File: src/rtl/user_obi_mgr_arb_pkg.sv
// Shared constants and OBI manager-side request/response types for the user
// manager arbiter and its ID FIFO.
package user_obi_mgr_arb_pkg;

    localparam int unsigned NumUserMgr    = 2;
    localparam bit          ArbRoundRobin = 1'b1;
    localparam bit          ArbFixedPrio  = 1'b0;

    localparam int unsigned AddrWidth = 32;
    localparam int unsigned DataWidth = 32;
    localparam int unsigned IdWidth   = 1;

    typedef struct packed {
        logic                   req;
        logic [AddrWidth-1:0]   addr;
        logic                   we;
        logic [DataWidth/8-1:0] be;
        logic [DataWidth-1:0]   wdata;
        logic [IdWidth-1:0]     aid;
    } mgr_obi_req_t;

    typedef struct packed {
        logic                 gnt;
        logic                 rvalid;
        logic [DataWidth-1:0] rdata;
        logic                 err;
        logic [IdWidth-1:0]   rid;
    } mgr_obi_rsp_t;

    // Index width that stays legal for a single manager.
    function automatic int unsigned idx_width(input int unsigned n);
        return (n > 1) ? $clog2(n) : 1;
    endfunction

endpackage

File: src/rtl/user_obi_mgr_arb_if.sv
// Bundle of the arbiter's manager-facing and subordinate-facing OBI signals.
// slave = arbiter view, master = the surrounding system (managers + croc side).
interface user_obi_mgr_arb_if
    import user_obi_mgr_arb_pkg::*;
#(
    parameter int unsigned NumMgr      = NumUserMgr,
    parameter int unsigned NumMaxTrans = 4
);
    localparam int unsigned CntW = $clog2(NumMaxTrans + 1);

    mgr_obi_req_t [NumMgr-1:0] mgr_req_i;
    mgr_obi_rsp_t [NumMgr-1:0] mgr_rsp_o;
    mgr_obi_req_t              out_req_o;
    mgr_obi_rsp_t              out_rsp_i;
    logic [CntW-1:0]           outstanding_o;
    logic                      unexp_rsp_o;

    modport slave (
        input  mgr_req_i, out_rsp_i,
        output mgr_rsp_o, out_req_o, outstanding_o, unexp_rsp_o
    );

    modport master (
        output mgr_req_i, out_rsp_i,
        input  mgr_rsp_o, out_req_o, outstanding_o, unexp_rsp_o
    );

endinterface

File: src/rtl/user_obi_id_fifo.sv
// Small circular FIFO remembering which manager owns each outstanding
// transaction; push on full and pop on empty are ignored.
module user_obi_id_fifo #(
    parameter int unsigned Width = 1,
    parameter int unsigned Depth = 4
) (
    input  logic                           clk_i,
    input  logic                           rst_i,
    input  logic                           push_i,
    input  logic [Width-1:0]               data_i,
    input  logic                           pop_i,
    output logic [Width-1:0]               data_o,
    output logic                           full_o,
    output logic                           empty_o,
    output logic [$clog2(Depth+1)-1:0]     count_o
);
    localparam int unsigned CntW = $clog2(Depth + 1);
    localparam int unsigned PtrW = (Depth > 1) ? $clog2(Depth) : 1;

    logic [Width-1:0] mem [Depth];
    logic [PtrW-1:0]  wr_ptr, rd_ptr;
    logic [CntW-1:0]  cnt;
    logic             do_push, do_pop;

    function automatic logic [PtrW-1:0] ptr_inc(input logic [PtrW-1:0] p);
        return (p == PtrW'(Depth - 1)) ? '0 : p + 1'b1;
    endfunction

    assign full_o  = (cnt == CntW'(Depth));
    assign empty_o = (cnt == '0);
    assign count_o = cnt;
    assign data_o  = mem[rd_ptr];
    assign do_push = push_i & ~full_o;
    assign do_pop  = pop_i & ~empty_o;

    always_ff @(posedge clk_i) begin
        if (rst_i) begin
            wr_ptr <= '0;
            rd_ptr <= '0;
            cnt    <= '0;
        end else begin
            if (do_push) begin
                mem[wr_ptr] <= data_i;
                wr_ptr      <= ptr_inc(wr_ptr);
            end
            if (do_pop) rd_ptr <= ptr_inc(rd_ptr);
            case ({do_push, do_pop})
                2'b10:   cnt <= cnt + 1'b1;
                2'b01:   cnt <= cnt - 1'b1;
                default: cnt <= cnt;
            endcase
        end
    end

endmodule

File: src/rtl/user_obi_mgr_arb.sv
// Arbitrates several user OBI managers onto one manager port; an ID FIFO
// routes each in-order response back to the manager that issued it.
module user_obi_mgr_arb
    import user_obi_mgr_arb_pkg::*;
#(
    parameter int unsigned NumMgr      = NumUserMgr,
    parameter int unsigned NumMaxTrans = 4,
    parameter bit          RoundRobin  = ArbRoundRobin
) (
    input  logic               clk_i,
    input  logic               rst_i,
    user_obi_mgr_arb_if.slave  bus
);
    localparam int unsigned IdxW = idx_width(NumMgr);
    localparam int unsigned CntW = $clog2(NumMaxTrans + 1);

    logic [NumMgr-1:0] req_vec;
    logic [IdxW-1:0]   rr_ptr_q, lock_idx_q, arb_idx, head_idx;
    logic              lock_q, en_q, unexp_q;
    logic              active, out_req, hs, pop;
    logic              fifo_full, fifo_empty;
    logic [CntW-1:0]   fifo_cnt;

    // First requester at or after start, wrapping around.
    function automatic logic [IdxW-1:0] pick(input logic [NumMgr-1:0] rv,
                                             input logic [IdxW-1:0]   start);
        int unsigned j;
        logic        found;
        pick  = start;
        found = 1'b0;
        for (int unsigned k = 0; k < NumMgr; k++) begin
            j = 32'(start) + k;
            if (j >= NumMgr) j = j - NumMgr;
            if (!found && rv[IdxW'(j)]) begin
                pick  = IdxW'(j);
                found = 1'b1;
            end
        end
    endfunction

    // A stalled request keeps its manager until the handshake completes.
    assign arb_idx = lock_q ? lock_idx_q
                            : pick(req_vec, RoundRobin ? rr_ptr_q : '0);

    // en_q holds requests off for the cycle following reset.
    assign active  = en_q & ~rst_i;
    // Full blocks on occupancy alone; a same-cycle pop never frees a slot.
    assign out_req = active & (|req_vec) & ~fifo_full;
    assign hs      = out_req & bus.out_rsp_i.gnt;
    assign pop     = ~rst_i & bus.out_rsp_i.rvalid & ~fifo_empty;

    always_comb begin
        bus.out_req_o     = bus.mgr_req_i[arb_idx];
        bus.out_req_o.req = out_req;
    end

    for (genvar i = 0; i < NumMgr; i++) begin : g_mgr
        assign req_vec[i]             = bus.mgr_req_i[i].req;
        assign bus.mgr_rsp_o[i].gnt    = hs  & (arb_idx  == IdxW'(i));
        assign bus.mgr_rsp_o[i].rvalid = pop & (head_idx == IdxW'(i));
        assign bus.mgr_rsp_o[i].rdata  = bus.out_rsp_i.rdata;
        assign bus.mgr_rsp_o[i].err    = bus.out_rsp_i.err;
        assign bus.mgr_rsp_o[i].rid    = bus.out_rsp_i.rid;
    end

    assign bus.outstanding_o = fifo_cnt;
    assign bus.unexp_rsp_o   = unexp_q;

    user_obi_id_fifo #(
        .Width (IdxW),
        .Depth (NumMaxTrans)
    ) u_id_fifo (
        .clk_i   (clk_i),
        .rst_i   (rst_i),
        .push_i  (hs),
        .data_i  (arb_idx),
        .pop_i   (pop),
        .data_o  (head_idx),
        .full_o  (fifo_full),
        .empty_o (fifo_empty),
        .count_o (fifo_cnt)
    );

    always_ff @(posedge clk_i) begin
        if (rst_i) begin
            en_q       <= 1'b0;
            lock_q     <= 1'b0;
            lock_idx_q <= '0;
            rr_ptr_q   <= '0;
            unexp_q    <= 1'b0;
        end else begin
            en_q       <= 1'b1;
            lock_q     <= out_req & ~bus.out_rsp_i.gnt;
            lock_idx_q <= arb_idx;
            if (RoundRobin && hs)
                rr_ptr_q <= (arb_idx == IdxW'(NumMgr - 1)) ? '0 : arb_idx + 1'b1;
            if (bus.out_rsp_i.rvalid && fifo_empty)
                unexp_q <= 1'b1;
        end
    end

endmodule

File: src/flat_wrapper.sv
// flat-port wrapper written by rule: the top's interface ports become plain ports
module user_obi_mgr_arb_flat import user_obi_mgr_arb_pkg::*;
#(
    parameter int unsigned NumMgr      = NumUserMgr,
    parameter int unsigned NumMaxTrans = 4,
    parameter bit          RoundRobin  = ArbRoundRobin
)
  (clk_i, rst_i, bus_mgr_req_i, bus_out_rsp_i, bus_mgr_rsp_o, bus_out_req_o, bus_outstanding_o, bus_unexp_rsp_o);
  user_obi_mgr_arb_if #(.NumMgr(NumMgr), .NumMaxTrans(NumMaxTrans)) bus_i ();
  input  logic clk_i;
  input  logic rst_i;
  input wire logic [$bits(bus_i.mgr_req_i)-1:0] bus_mgr_req_i;
  input wire logic [$bits(bus_i.out_rsp_i)-1:0] bus_out_rsp_i;
  output wire logic [$bits(bus_i.mgr_rsp_o)-1:0] bus_mgr_rsp_o;
  output wire logic [$bits(bus_i.out_req_o)-1:0] bus_out_req_o;
  output wire logic [$bits(bus_i.outstanding_o)-1:0] bus_outstanding_o;
  output wire logic [$bits(bus_i.unexp_rsp_o)-1:0] bus_unexp_rsp_o;
  assign bus_i.mgr_req_i = bus_mgr_req_i;
  assign bus_i.out_rsp_i = bus_out_rsp_i;
  assign bus_mgr_rsp_o = bus_i.mgr_rsp_o;
  assign bus_out_req_o = bus_i.out_req_o;
  assign bus_outstanding_o = bus_i.outstanding_o;
  assign bus_unexp_rsp_o = bus_i.unexp_rsp_o;
  user_obi_mgr_arb #(.NumMgr(NumMgr), .NumMaxTrans(NumMaxTrans), .RoundRobin(RoundRobin)) u_core (.clk_i(clk_i), .rst_i(rst_i), .bus(bus_i));
endmodule
File: config.mk
export PLATFORM = sky130hd
export DESIGN_NAME = user_obi_mgr_arb_flat
export DESIGN_NICKNAME = d
export VERILOG_FILES = /design/src/rtl/user_obi_mgr_arb_pkg.sv /design/src/rtl/user_obi_mgr_arb_if.sv /design/src/rtl/user_obi_id_fifo.sv /design/src/rtl/user_obi_mgr_arb.sv /design/src/flat_wrapper.sv
export SDC_FILE = /design/constraint.sdc
export NUM_CORES = 1
export LEC_CHECK = 0
export ABC_AREA = 1
export BUFFER_PORTS_ARGS = -buffer_cell sky130_fd_sc_hd__buf_2
export CAP_MARGIN = 20
export CORE_AREA = 3 3 126 128
export DETAILED_ROUTE_END_ITERATION = 8
export DIE_AREA = 0 0 129 131
export GPL_TIMING_DRIVEN = 0
export PLACE_DENSITY = 0.54
export SLEW_MARGIN = 40
export SYNTH_ARGS = -nofsm -noshare
export SYNTH_HDL_FRONTEND = slang
export SYNTH_SLANG_ARGS = --single-unit
File: constraint.sdc
create_clock -name clk_i -period 2.5 [get_ports clk_i]
set_clock_uncertainty 0.05 [all_clocks]
set_input_delay 0.375 -clock clk_i [delete_from_list [all_inputs] [get_ports clk_i]]
set_output_delay 0.375 -clock clk_i [all_outputs]
set_load 0.02 [all_outputs]
==> results of run 1 <==
## synthesized netlist by cell type (all sizes together)
cell type / n
o211ai: 1
ha: 6
nor2: 15
edfxtp: 4
fa: 1
o21bai: 1
a21oi: 10
o21ai: 4
nand4: 2
dfxtp: 14
buf: 84
nand3: 4
nand2: 232
inv: 22
## final cells by class
type / instances / area [um2]
buffer: 84 / 617
clock buffer: 3 / 75.1
clock inverter: 1 / 3.75
fill: 1715 / 10900
inverter: 22 / 85.1
multi-input combinational: 276 / 1160
sequential: 18 / 400
tap: 188 / 235
timing repair buffer: 292 / 1460
## logic make-up after synthesis
| logic type | after synthesis | share of synthesized area |
|---|---|---|
| compound gates | 16 | 0.0375 |
| fa+ha+maj | 7 | 0.0419 |
| buf+inv | 106 | 0.310 |
| flops | 18 | 0.177 |
| simple gates | 253 | 0.434 |
## worst min-delay path by stage
stage,endpoint,start,cells past startpoint,slack (ps)
finish,u_core.lock_q$_SDFF_PP0_,bus_out_rsp_i[35],2,280
global route,u_core.lock_q$_SDFF_PP0_,bus_out_rsp_i[35],2,280
CTS,u_core.lock_q$_SDFF_PP0_,bus_out_rsp_i[35],2,270
detailed placement,u_core.bus.unexp_rsp_o$_SDFFE_PP0P_,u_core.bus.unexp_rsp_o$_SDFFE_PP0P_,2,390
global placement,u_core.bus.unexp_rsp_o$_SDFFE_PP0P_,u_core.bus.unexp_rsp_o$_SDFFE_PP0P_,2,390
floorplan,u_core.bus.unexp_rsp_o$_SDFFE_PP0P_,rst_i,1,390
## power by group
part	leakage, nW	switching (W)	internal, W
registers	0.151	0.00000914	0.000314
logic	2.45	0.000538	0.000363
clock network	0.0385	0.000108	0.000213
total	2.64	0.000655	0.000890
## metrics by stage
stage	hold WS, ps	cell area, um2	cells	total power [W]	worst slack (ps)
finish	276	4040	884	0.00154	346
global route	282	4040	884	0.00166	152
CTS	274	4040	884	0.00156	261
detailed placement	392	3960	880	0.00124	369
global placement	389	3960	880	0.00124	382
floorplan	394	2270	400	0.000880	504
## metal layers
layer  GRT usage  routed length, um
met1       0.124               4110
met2       0.183               5180
met3      0.0154                886
met4      0.0130                 34
met5           0                  0
==> results.txt, run 1 <==
- Result of the run: completed
* CTS tree: yes
* Critical-path cell list: inv_1 -> o21bai_1 -> nand2_1 -> nand2_4 -> buf_2 -> nand2_1 -> nand2_1 -> buf_2
* DR pass1 iterations: 4
- The final layout contains routed wiring with a total length of 10200 um.
- Yosys mapped the design onto 22 distinct sky130hd cell types.
* Horizontal extent of the die: roughly 130 um
* Cell types with the largest area share after synthesis: nand2_1 (38%), buf_4 (25%), dfxtp_1 (12%), edfxtp_1 (5.3%), ha_1 (3.3%)
- Seq/Total Area, Yosys: 0.177
- Setup violations remaining at the end of the flow were counted as 0.
- Yosys printed 0 warnings.
- Leakage: about 2.6 nW
- 327 I/O pins were placed.
- Measured slew at the worst slew-check pin: 246 ps
- Antenna cell count: 0
* Max-slew violations: 0
- Using the TritonRoute via totals, the vias-per-cell ratio works out to 3.69.
- Arr. time, crit path: between 1500 and 2000 ps
- Critical Path Start: u_core.rr_ptr_q$_SDFFE_PP0N_
- After detailed routing, the average wire length per cell comes to 11.5 um.
- Maximum clock path buffer count: 2
* Critical path capture point type: output pin
- The cell count after synthesis came out at 400.
* Die outline height: 131 um
- The floorplan has 45 rows.
- Via count of the first global-routing pass: 2823
- After clock tree synthesis, the clock-pin slew on the worst setup and hold paths is 50 ps.
- The critical path crosses 8 cells after its start point.
- Leftover overflow at the end of global routing: 0
* Number of cells on the worst reg-to-reg path: 13
* Deepest level of the CTS H-tree: 1
* Worst skew pair latency: 250 ps
- Number of antenna violations at the first check in global routing: 0
- Most frequent cell on the critical path: nand2_1
- The setup check on the worst reg-to-reg path leaves a slack of 420 ps.
- The final hold violation count was 0.
- The number of gates resized after CTS was 0.
- Effective utilization at floorplan: 0.151
- Setup repair after global routing left no endpoint under its margin.
- VDD IR max: 165 uV
- Area of the placeable core: 0.0150 mm2
* Critical Path RT: 2080 ps
* Buf+Inv Stages, Crit Path: 3
- Compared with the post-synthesis result, the final layout area differs by 78.3%.
* CTS Root Buffer Type: clkbuf_16
* Last weighted congestion value of the routability-driven placer: about 0.74
- Achievable clock frequency: 464 MHz
- Max-cap check violation count: 0
* Net Count, Synth: 587
* Total number of clock tree sinks: 18
* Slowest library cell on the worst path: dfxtp_1
- After synthesis the cells add up to 0.00227 mm2.
- In the layout the commonest cells are buf_2 (299), nand2_1 (229), buf_4 (76).
* Worst Setup EP: bus_out_req_o[23]
- Synthesis inferred 18 register bits.
- TritonCTS created 3 clock buffers.
* Startpoint type of the worst setup path: flop
* Worst rel slew slack: 0.836
- Of the post-synthesis cell area, the dominant cell type holds 0.379.
- Number of buffers inserted for hold repair after clock tree synthesis: 0
- Vias: between 3000 and 4000
- Antenna violation net count after detailed routing: 0
* Final worst path period share: 0.862
- Input and output buffers added on the ports amount to 292.
* Post-layout min period: 2150 ps
- The floorplan step defined a die boundary enclosing around 0.017 mm2.
* Most common cell after layout, fill and taps aside: buf_2
- In this run the post-CTS setup repair buffer count came out at 0.
* Layout cells sized above 1: 0.555
- In this run the worst hold path is classified as input pin to flop.
- In this run the critical register-to-register path is captured at u_core.u_id_fifo.count_o[2]$_SDFFE_PP0P_.
* Critical Path Fanout Max: 10
* Setup CP Type: flop to output pin
* Post-route setup TNS: 0 ps
- On the worst path, the slowest cell contributes a delay of 300 ps.
* Pwr dens: 382 mW/mm2
* First-pass GRT wire length: 13400 um
- End-of-flow core utilization: 0.270
- In the global route stage, overall resource usage came out at 0.0988.
- At the end of the flow, the number of nets in the layout was 884.
* Largest net degree at the start of global routing: 14
- The first routing iteration left 87 violations.
- The startpoint identified for the worst register-to-register timing path is u_core.u_id_fifo.count_o[1]$_SDFFE_PP0P_.
- Summed over all instances, the cell type with the most area after synthesis is nand2_1.
- For this run, design rule violations remaining after detail routing come to 0.
- Post-detail-place hpwl: 8900 um
- Grouping stages by cell kind, the critical path spends the most delay in simple AND/OR/NAND/NOR gates.
* Average cell area after synthesis: 5.67 um2
No activity file was read; power rests on OpenSTA's default activity.
==> run 2, diff against run 1 <==
--- a/config.mk
+++ b/config.mk
@@ -6,7 +6,7 @@
 export NUM_CORES = 1
 export LEC_CHECK = 0
 export ABC_AREA = 1
-export BUFFER_PORTS_ARGS = -buffer_cell sky130_fd_sc_hd__buf_2
+export BUFFER_PORTS_ARGS = -buffer_cell sky130_fd_sc_hd__buf_4
 export CAP_MARGIN = 20
 export CORE_AREA = 3 3 126 128
 export DETAILED_ROUTE_END_ITERATION = 8
==> run 2 against run 1 <==
Clock-buffer cell count did not move. Setup slack improved by 20 ps. First-iteration DRC count rose by 5.7%. Critical path depth did not move. Hold slack got worse by 24 ps. Cell count did not move. Clock power barely moved. Maximum frequency rose by 0.93%. Critical endpoint unchanged. Combinational power rose by 20%. Routed wire length rose by 8.4%. Utilization rose by 4.9 points.
==> results.txt, run 2 (synthesis results as in run 1) <==
* Result of the run: completed
* Highest-count cells in the layout ignoring fill and taps: buf_4 (368), nand2_1 (229), inv_1 (20)
* Most common cell after layout, fill and taps aside: buf_4
- VDD IR max: 253 uV (+53%)
- Leakage: 2.88 nW (+9.1%)
- Die Footprint: 0.0169 mm2 (unchanged)
- CTS tree: yes
- Sequential fraction of design power: 0.188 (-0.021)
- Setup CP Type: flop to output pin
- The worst hold path belongs to the class input pin to flop.
- Measured slew at the worst slew-check pin: 250 ps (+3.92 ps)
- The global placer's final weighted congestion is 0.720 (-3.2%).
- Post-route setup TNS: 0 ps (unchanged)
* Buf+Inv Stages, Crit Path: 3 (unchanged)
- Critical Path RT: 2080 ps (about the same)
- Die outline height: 131 um (unchanged)
- The met2 routing resource usage after global routing is 0.203 (+0.0198).
* Total design power: 0.00172 W (+12%)
- Effective utilization at floorplan: 0.151 (unchanged)
- Vias: 3267 (+0.092%)
* R2r startpoint: u_core.u_id_fifo.count_o[1]$_SDFFE_PP0P_
- The end-of-flow core utilization was 0.319 (+0.0488).
- I/O pins: 327 (unchanged)
* Slowest library cell on the worst path: dfxtp_1
* Iteration-0 DRC Markers: 92 (+5.7%)
- Arr. time, crit path: 1710 ps (-20 ps)
* Setup slack of the worst register-to-register path: 430 ps (about the same)
- The biggest cell delay along the critical path was 300 ps (about the same).
* Max-cap check violation count: 0 (unchanged)
- The clock buffer count from CTS was 3 (unchanged).
* Number of hold-slack violations in the final timing report: 0 (unchanged)
* DR pass1 iterations: 4 (unchanged)
- The switching share of power was 0.388 (-0.0359).
* Critical path capture point type: output pin
- Depth of the worst hold-timing path: 2 (unchanged)
- The pre-CTS setup slack was 387 ps (+17.4 ps).
- The hold buffer count at CTS was 0 (unchanged).
- Final worst path period share: 0.854 (-0.00792)
- Cell Rows: 45 (unchanged)
* Startpoint type of the worst setup path: flop
* Sink of the worst hold path: u_core.lock_q$_SDFF_PP0_
- The count of inserted antenna diode cells is 0 (unchanged).
* Synthesis-to-finish area growth: 111%
- Largest net degree at the start of global routing: 14 (unchanged)
* Clock input transition at the sequential cells of the worst setup and hold paths: 60 ps (about the same)
* Achievable clock frequency: 469 MHz (+0.93%)
- The detail-routed via count per cell is 3.70 (about the same).
- The number of antenna violations at the first check in global routing is 0 (unchanged).
- Total Nets Final: 884 (unchanged)
- Number of cells on the worst reg-to-reg path: 13 (unchanged)
- Family with the most delay on the worst path: simple AND/OR/NAND/NOR gates
- Layout cells sized above 1: 0.555 (unchanged)
- The global routing met3 resource utilization came to 0.0232 (+0.00772).
* Power Internal: 0.00105 W (+19%)
- Gr usage total: 0.107 (+0.00857)
* Layer with the highest usage after global routing: met2
- The fraction of power consumed by the clock network was 0.187 (-0.020).
* Global-route track usage on met1: 0.130 (+0.00636)
- Worst skew pair latency: 250 ps (about the same)
- Most frequent cell on the critical path: nand2_1
- Total number of clock tree sinks: 18 (unchanged)
- The critical path depth in cells is 8 (unchanged).
- CTS-repair resized insts: 0 (unchanged)
* Pwr dens: 361 mW/mm2 (-5.5%)
- Final count of negative-setup-slack endpoints: 0 (unchanged)
- The cell sitting at the root of the clock tree is a clkbuf_16.
- The reported net switching power came to 0.000669 W (+2.2%).
- Area of the placeable core: 0.0150 mm2 (unchanged)
* Setup repair after global routing missed its margin: no
- The post-placement cell count is 880 (unchanged).
* Via count of the first global-routing pass: 2885 (+2.2%)
* Remaining routing DRC violations: 0 (unchanged)
* Maximum clock path buffer count: 2 (unchanged)
* First-pass GRT wire length: 14500 um (+8.3%)
- The worst slew slack as a fraction of its limit came to 0.833 (-0.00262).
* Deepest level of the CTS H-tree: 1 (unchanged)
- Antenna violation net count after detailed routing: 0 (unchanged)
- The combinational group share of total power is 0.625 (+0.042).
- Final worst slack: 366 ps (+19.8 ps)
* Hold Path Origin: bus_out_rsp_i[35]
- The number of standard cells in the layout, taps in and fillers out is 884 (unchanged).
- Critical Path Fanout Max: 10 (unchanged)
- Post-detail-place hpwl: 9700 um (+9.0%)
- The overall overflow remaining after global route is 0 (unchanged).
- The worst register-to-register path ends at u_core.u_id_fifo.count_o[2]$_SDFFE_PP0P_.
- Critical-path cell list: inv_1 -> o21bai_1 -> nand2_1 -> nand2_4 -> buf_2 -> nand2_1 -> nand2_1 -> buf_4
- Horizontal extent of the die: 129 um (unchanged)
* Avg WL per Cell: 12.5 um (+8.4%)
* Post-layout min period: 2130 ps (-19.8 ps)
* Max-slew violations: 0 (unchanged)
- IO buf count: 292 (unchanged)
- The total setup buffers inserted after CTS was 0 (unchanged).
* Total routed wirelength: 11100 um (+8.4%)
[run 2: metal layers]
layer  part of all wire  up-vias  routed length [um]
met5                  0        -                   0
met4             0.0028        0                  31
met3              0.092        4                1020
met2               0.52      173                5740
met1               0.39     1366                4270
li1                   -     1724                   -
[run 2: cell type report]
cell class / instances / area [um2]
inverter: 22 / 85.1
timing repair buffer: 292 / 2190
clock inverter: 1 / 3.75
sequential: 18 / 400
tap: 188 / 235
fill: 1662 / 10200
buffer: 84 / 617
multi-input combinational: 276 / 1160
clock buffer: 3 / 75.1
[run 2: how the worst max path moves through the flow]
stage,start,end
after floorplan,u_core.u_id_fifo.count_o[0]$_SDFFE_PP0P_,u_core.u_id_fifo.count_o[2]$_SDFFE_PP0P_
after global placement,bus_mgr_req_i[141],bus_out_req_o[43]
after detailed placement,bus_mgr_req_i[70],u_core.u_id_fifo.count_o[2]$_SDFFE_PP0P_
after CTS,u_core.rr_ptr_q$_SDFFE_PP0N_,bus_out_req_o[23]
after global routing,u_core.u_id_fifo.count_o[1]$_SDFFE_PP0P_,u_core.u_id_fifo.count_o[2]$_SDFFE_PP0P_
final,u_core.rr_ptr_q$_SDFFE_PP0N_,bus_out_req_o[23]
[run 2: per-stage QoR]
stage | hold WS (ps) | instance area (um2)
2_1_floorplan | 394 | 2270
3_3_place_gp | 392 | 4690
4_1_cts | 251 | 4770
5_1_grt | 255 | 4770
6_report | 252 | 4770
3_5_place_dp | 394 | 4690
[run 2: power by group through the flow]
stage	Sequential [W]	Clock (W)	Combinational [W]
floorplan	0.000335	0	0.000545
global placement	0.000330	0	0.00109
detailed placement	0.000330	0	0.00109
CTS	0.000324	0.000329	0.00109
global route	0.000326	0.000347	0.00116
finish	0.000323	0.000323	0.00108
==> run 3, diff against run 2 <==
--- a/config.mk
+++ b/config.mk
@@ -8,11 +8,13 @@
 export ABC_AREA = 1
 export BUFFER_PORTS_ARGS = -buffer_cell sky130_fd_sc_hd__buf_4
 export CAP_MARGIN = 20
-export CORE_AREA = 3 3 126 128
+export CELL_PAD_IN_SITES_DETAIL_PLACEMENT = 1
+export CELL_PAD_IN_SITES_GLOBAL_PLACEMENT = 1
+export CORE_AREA = 3 3 127 129
 export DETAILED_ROUTE_END_ITERATION = 8
-export DIE_AREA = 0 0 129 131
+export DIE_AREA = 0 0 130 132
 export GPL_TIMING_DRIVEN = 0
-export PLACE_DENSITY = 0.54
+export PLACE_DENSITY = 0.81
 export SLEW_MARGIN = 40
 export SYNTH_ARGS = -nofsm -noshare
 export SYNTH_HDL_FRONTEND = slang
==> run 3 against run 2 <==
Routed wire length increased by 11%. Utilization decreased by 0.29 points. Via count increased by 4.6%.
==> results.txt, run 3 (synthesis results as in run 1) <==
- CTS Root Buffer Type: clkbuf_16
- The number of port buffers is 292 (unchanged).
- Slowest library cell on the worst path: buf_2
- The final number of max-transition violations is 0 (unchanged).
- The die outline width is 130 um (+0.78%).
* I/O pins: 327 (unchanged)
- The sum of internal, switching and leakage power is 0.00176 W (+2.3%).
* Worst skew pair latency: 250 ps (about the same)
- The wire length per cell came to 13.9 um (+11%).
- Traced cell by cell, the critical path runs through inv_1 -> a21oi_1 -> nand2_1 -> nand2_4 -> buf_2 -> nand2_1 -> nand2_1 -> buf_4.
* Largest net degree at the start of global routing: 14 (unchanged)
- The clock buffer count from CTS was 3 (unchanged).
- Last weighted congestion value of the routability-driven placer: 0.818 (+14%)
- The run finished with clean final reports.
- Critical Path RT: 2080 ps (about the same)
- Leaving out fill and tap cells, the most frequent cell in the layout is buf_4.
* Maximum clock path buffer count: 2 (unchanged)
* Finished layout cell area: 0.00478 mm2 (+0.21%)
- Total number of clock tree sinks: 18 (unchanged)
* Gr usage total: 0.129 (+0.0217)
- The initial cell density of the core is 0.150 (-0.00169).
- The final hold violation count came to 0 (unchanged).
- The detail-routed via count per cell is 3.87 (+4.6%).
- Critical path capture point type: output pin
- Area of the placeable core: 0.0151 mm2 (+1.1%)
- Final worst slack: 337 ps (-29.0 ps)
* Leftover overflow at the end of global routing: 0 (unchanged)
* Setup slack of the worst register-to-register path: 380 ps (-50 ps)
- The startpoint identified for the worst register-to-register timing path is u_core.u_id_fifo.count_o[0]$_SDFFE_PP0P_.
- Among the stages of the critical path, the cell type that occurs most often is nand2_1.
* Worst Setup Slack post-DPL: 349 ps (-38.0 ps)
- The post-detailed-placement half-perimeter wirelength is 11000 um (+14%).
- DR pass1 iterations: 4 (unchanged)
* Vias: 3417 (+4.6%)
- In this run the worst setup path terminates at bus_out_req_o[30].
* Worst min-delay path class: input pin to flop
- The count of cells along the worst register-to-register path is 11 (-2).
- The via count of the first global-routing pass came to 3447 (+19%).
- Total Nets Final: 884 (unchanged)
- Worst rel slew slack: 0.783 (-0.0504)
- The area of the die came to 0.0172 mm2 (+1.5%).
- Antenna cell count: 0 (unchanged)
- The number of buffer and inverter instances along the worst setup path was 3 (unchanged).
- The peak supply drop was 169 uV (-33%).
- Die outline height: 132 um (+0.76%)
- Clock input transition at the sequential cells of the worst setup and hold paths: 50 ps (about the same)
* Leakage: 2.89 nW (+0.20%)
- Hold Path Origin: bus_out_rsp_i[35]
* Layout filler cell count: 1985 (+19%)
- The fraction of the cycle the final worst path needs came to 0.865 (+0.0116).
- Delay contributed by the slowest stage of the critical path: 350 ps (+50 ps)
* Final count of negative-setup-slack endpoints: 0 (unchanged)
- CTS tree: yes
- Antenna violation net count after detailed routing: 0 (unchanged)
- The most critical setup path has its startpoint at u_core.rr_ptr_q$_SDFFE_PP0N_.
- Number of antenna violations at the first check in global routing: 0 (unchanged)
- Synthesis-to-finish area growth: 111%
* First-pass GRT wire length: 17700 um (+22%)
- The summed negative setup slack over all endpoints came to 0 ps (unchanged).
* Number of buffers inserted for hold repair after clock tree synthesis: 0 (unchanged)
- The setup path with the least slack is of type flop to output pin.
* CTS-repair resized insts: 0 (unchanged)
* Family with the most delay on the worst path: buffers and inverters
- Register area: 400 um2 (unchanged)
* Iteration-0 DRC Markers: 38 (-59%)
- Critical Path Fanout Max: 13 (+3)
- Post-layout min period: 2160 ps (+29.0 ps)
- The wire length reported by the detailed router was 12300 um (+11%).
* Arr. time, crit path: 1740 ps (+30 ps)
- Measured slew at the worst slew-check pin: 326 ps (+75.6 ps)
- The total power density per cell area is 369 mW/mm2 (+2.1%).
- Achievable clock frequency: 462 MHz (-1.3%)
* Startpoint type of the worst setup path: flop
- Setup repair after global routing left no endpoint under its margin.
* Layout cells sized above 1: 0.556 (+0.00144)
- The area of the multi-input gates came to 0.00116 mm2 (unchanged).
* Highest-count cells in the layout ignoring fill and taps: buf_4 (368), nand2_1 (229), inv_1 (20)
- Max-cap check violation count: 0 (unchanged)
- Logic depth of the worst path, buffers included: 8 (unchanged)
- Remaining routing DRC violations: 0 (unchanged)
- The H-tree level count is 1 (unchanged).
- The endpoint identified for the worst register-to-register timing path is u_core.u_id_fifo.count_o[2]$_SDFFE_PP0P_.
* Setup fix buffers added after clock tree synthesis: 0 (unchanged)
- Cell Rows: 45 (unchanged)
* Placed instance area: 0.00469 mm2 (unchanged)
[run 3: cell count changes in the layout (fill, tap and decap cells not counted), sizes merged]
cell | before | now
clkinv | 1 | 0
clkbuf | 3 | 4
[run 3: per-stage QoR]
stage,utilization,hold WS (ps),std cells
global route,0.316,270,884
CTS,0.316,269,884
detailed placement,0.310,396,880
global placement,0.310,389,880
finish,0.316,273,884
floorplan,-,394,400
[run 3: worst min path at each step]
| stage | end | slack, ps | cells past startpoint |
|---|---|---|---|
| 6_report | u_core.lock_q$_SDFF_PP0_ | 270 | 2 |
| 5_1_grt | u_core.lock_q$_SDFF_PP0_ | 270 | 2 |
| 4_1_cts | u_core.lock_q$_SDFF_PP0_ | 270 | 2 |
| 2_1_floorplan | u_core.bus.unexp_rsp_o$_SDFFE_PP0P_ | 390 | 1 |
| 3_5_place_dp | u_core.bus.unexp_rsp_o$_SDFFE_PP0P_ | 400 | 2 |
| 3_3_place_gp | u_core.bus.unexp_rsp_o$_SDFFE_PP0P_ | 390 | 2 |
[run 3: final cells by class]
type                            count  area share
Buffer                             84       0.129
Clock buffer                        4      0.0186
Inverter                           22      0.0178
Multi-Input combinational cell    276       0.244
Sequential cell                    18      0.0837
Tap cell                          188      0.0492
Timing Repair Buffer              292       0.458
[run 3: metal layers]
metal	wire, um	share of wire	GRT usage
met1	4710	0.38	0.148
met2	6250	0.51	0.242
met3	1180	0.095	0.0312
met4	195	0.016	0.0237
met5	0	0	0
[run 3: power by group]
group / switching, W / total [W] / internal [W] / leakage (nW)
sequential: 0.00000973 / 0.000324 / 0.000314 / 0.151
clock: 0.000106 / 0.000349 / 0.000243 / 0.0442
combinational: 0.000562 / 0.00109 / 0.000528 / 2.69
total: 0.000677 / 0.00176 / 0.00109 / 2.89
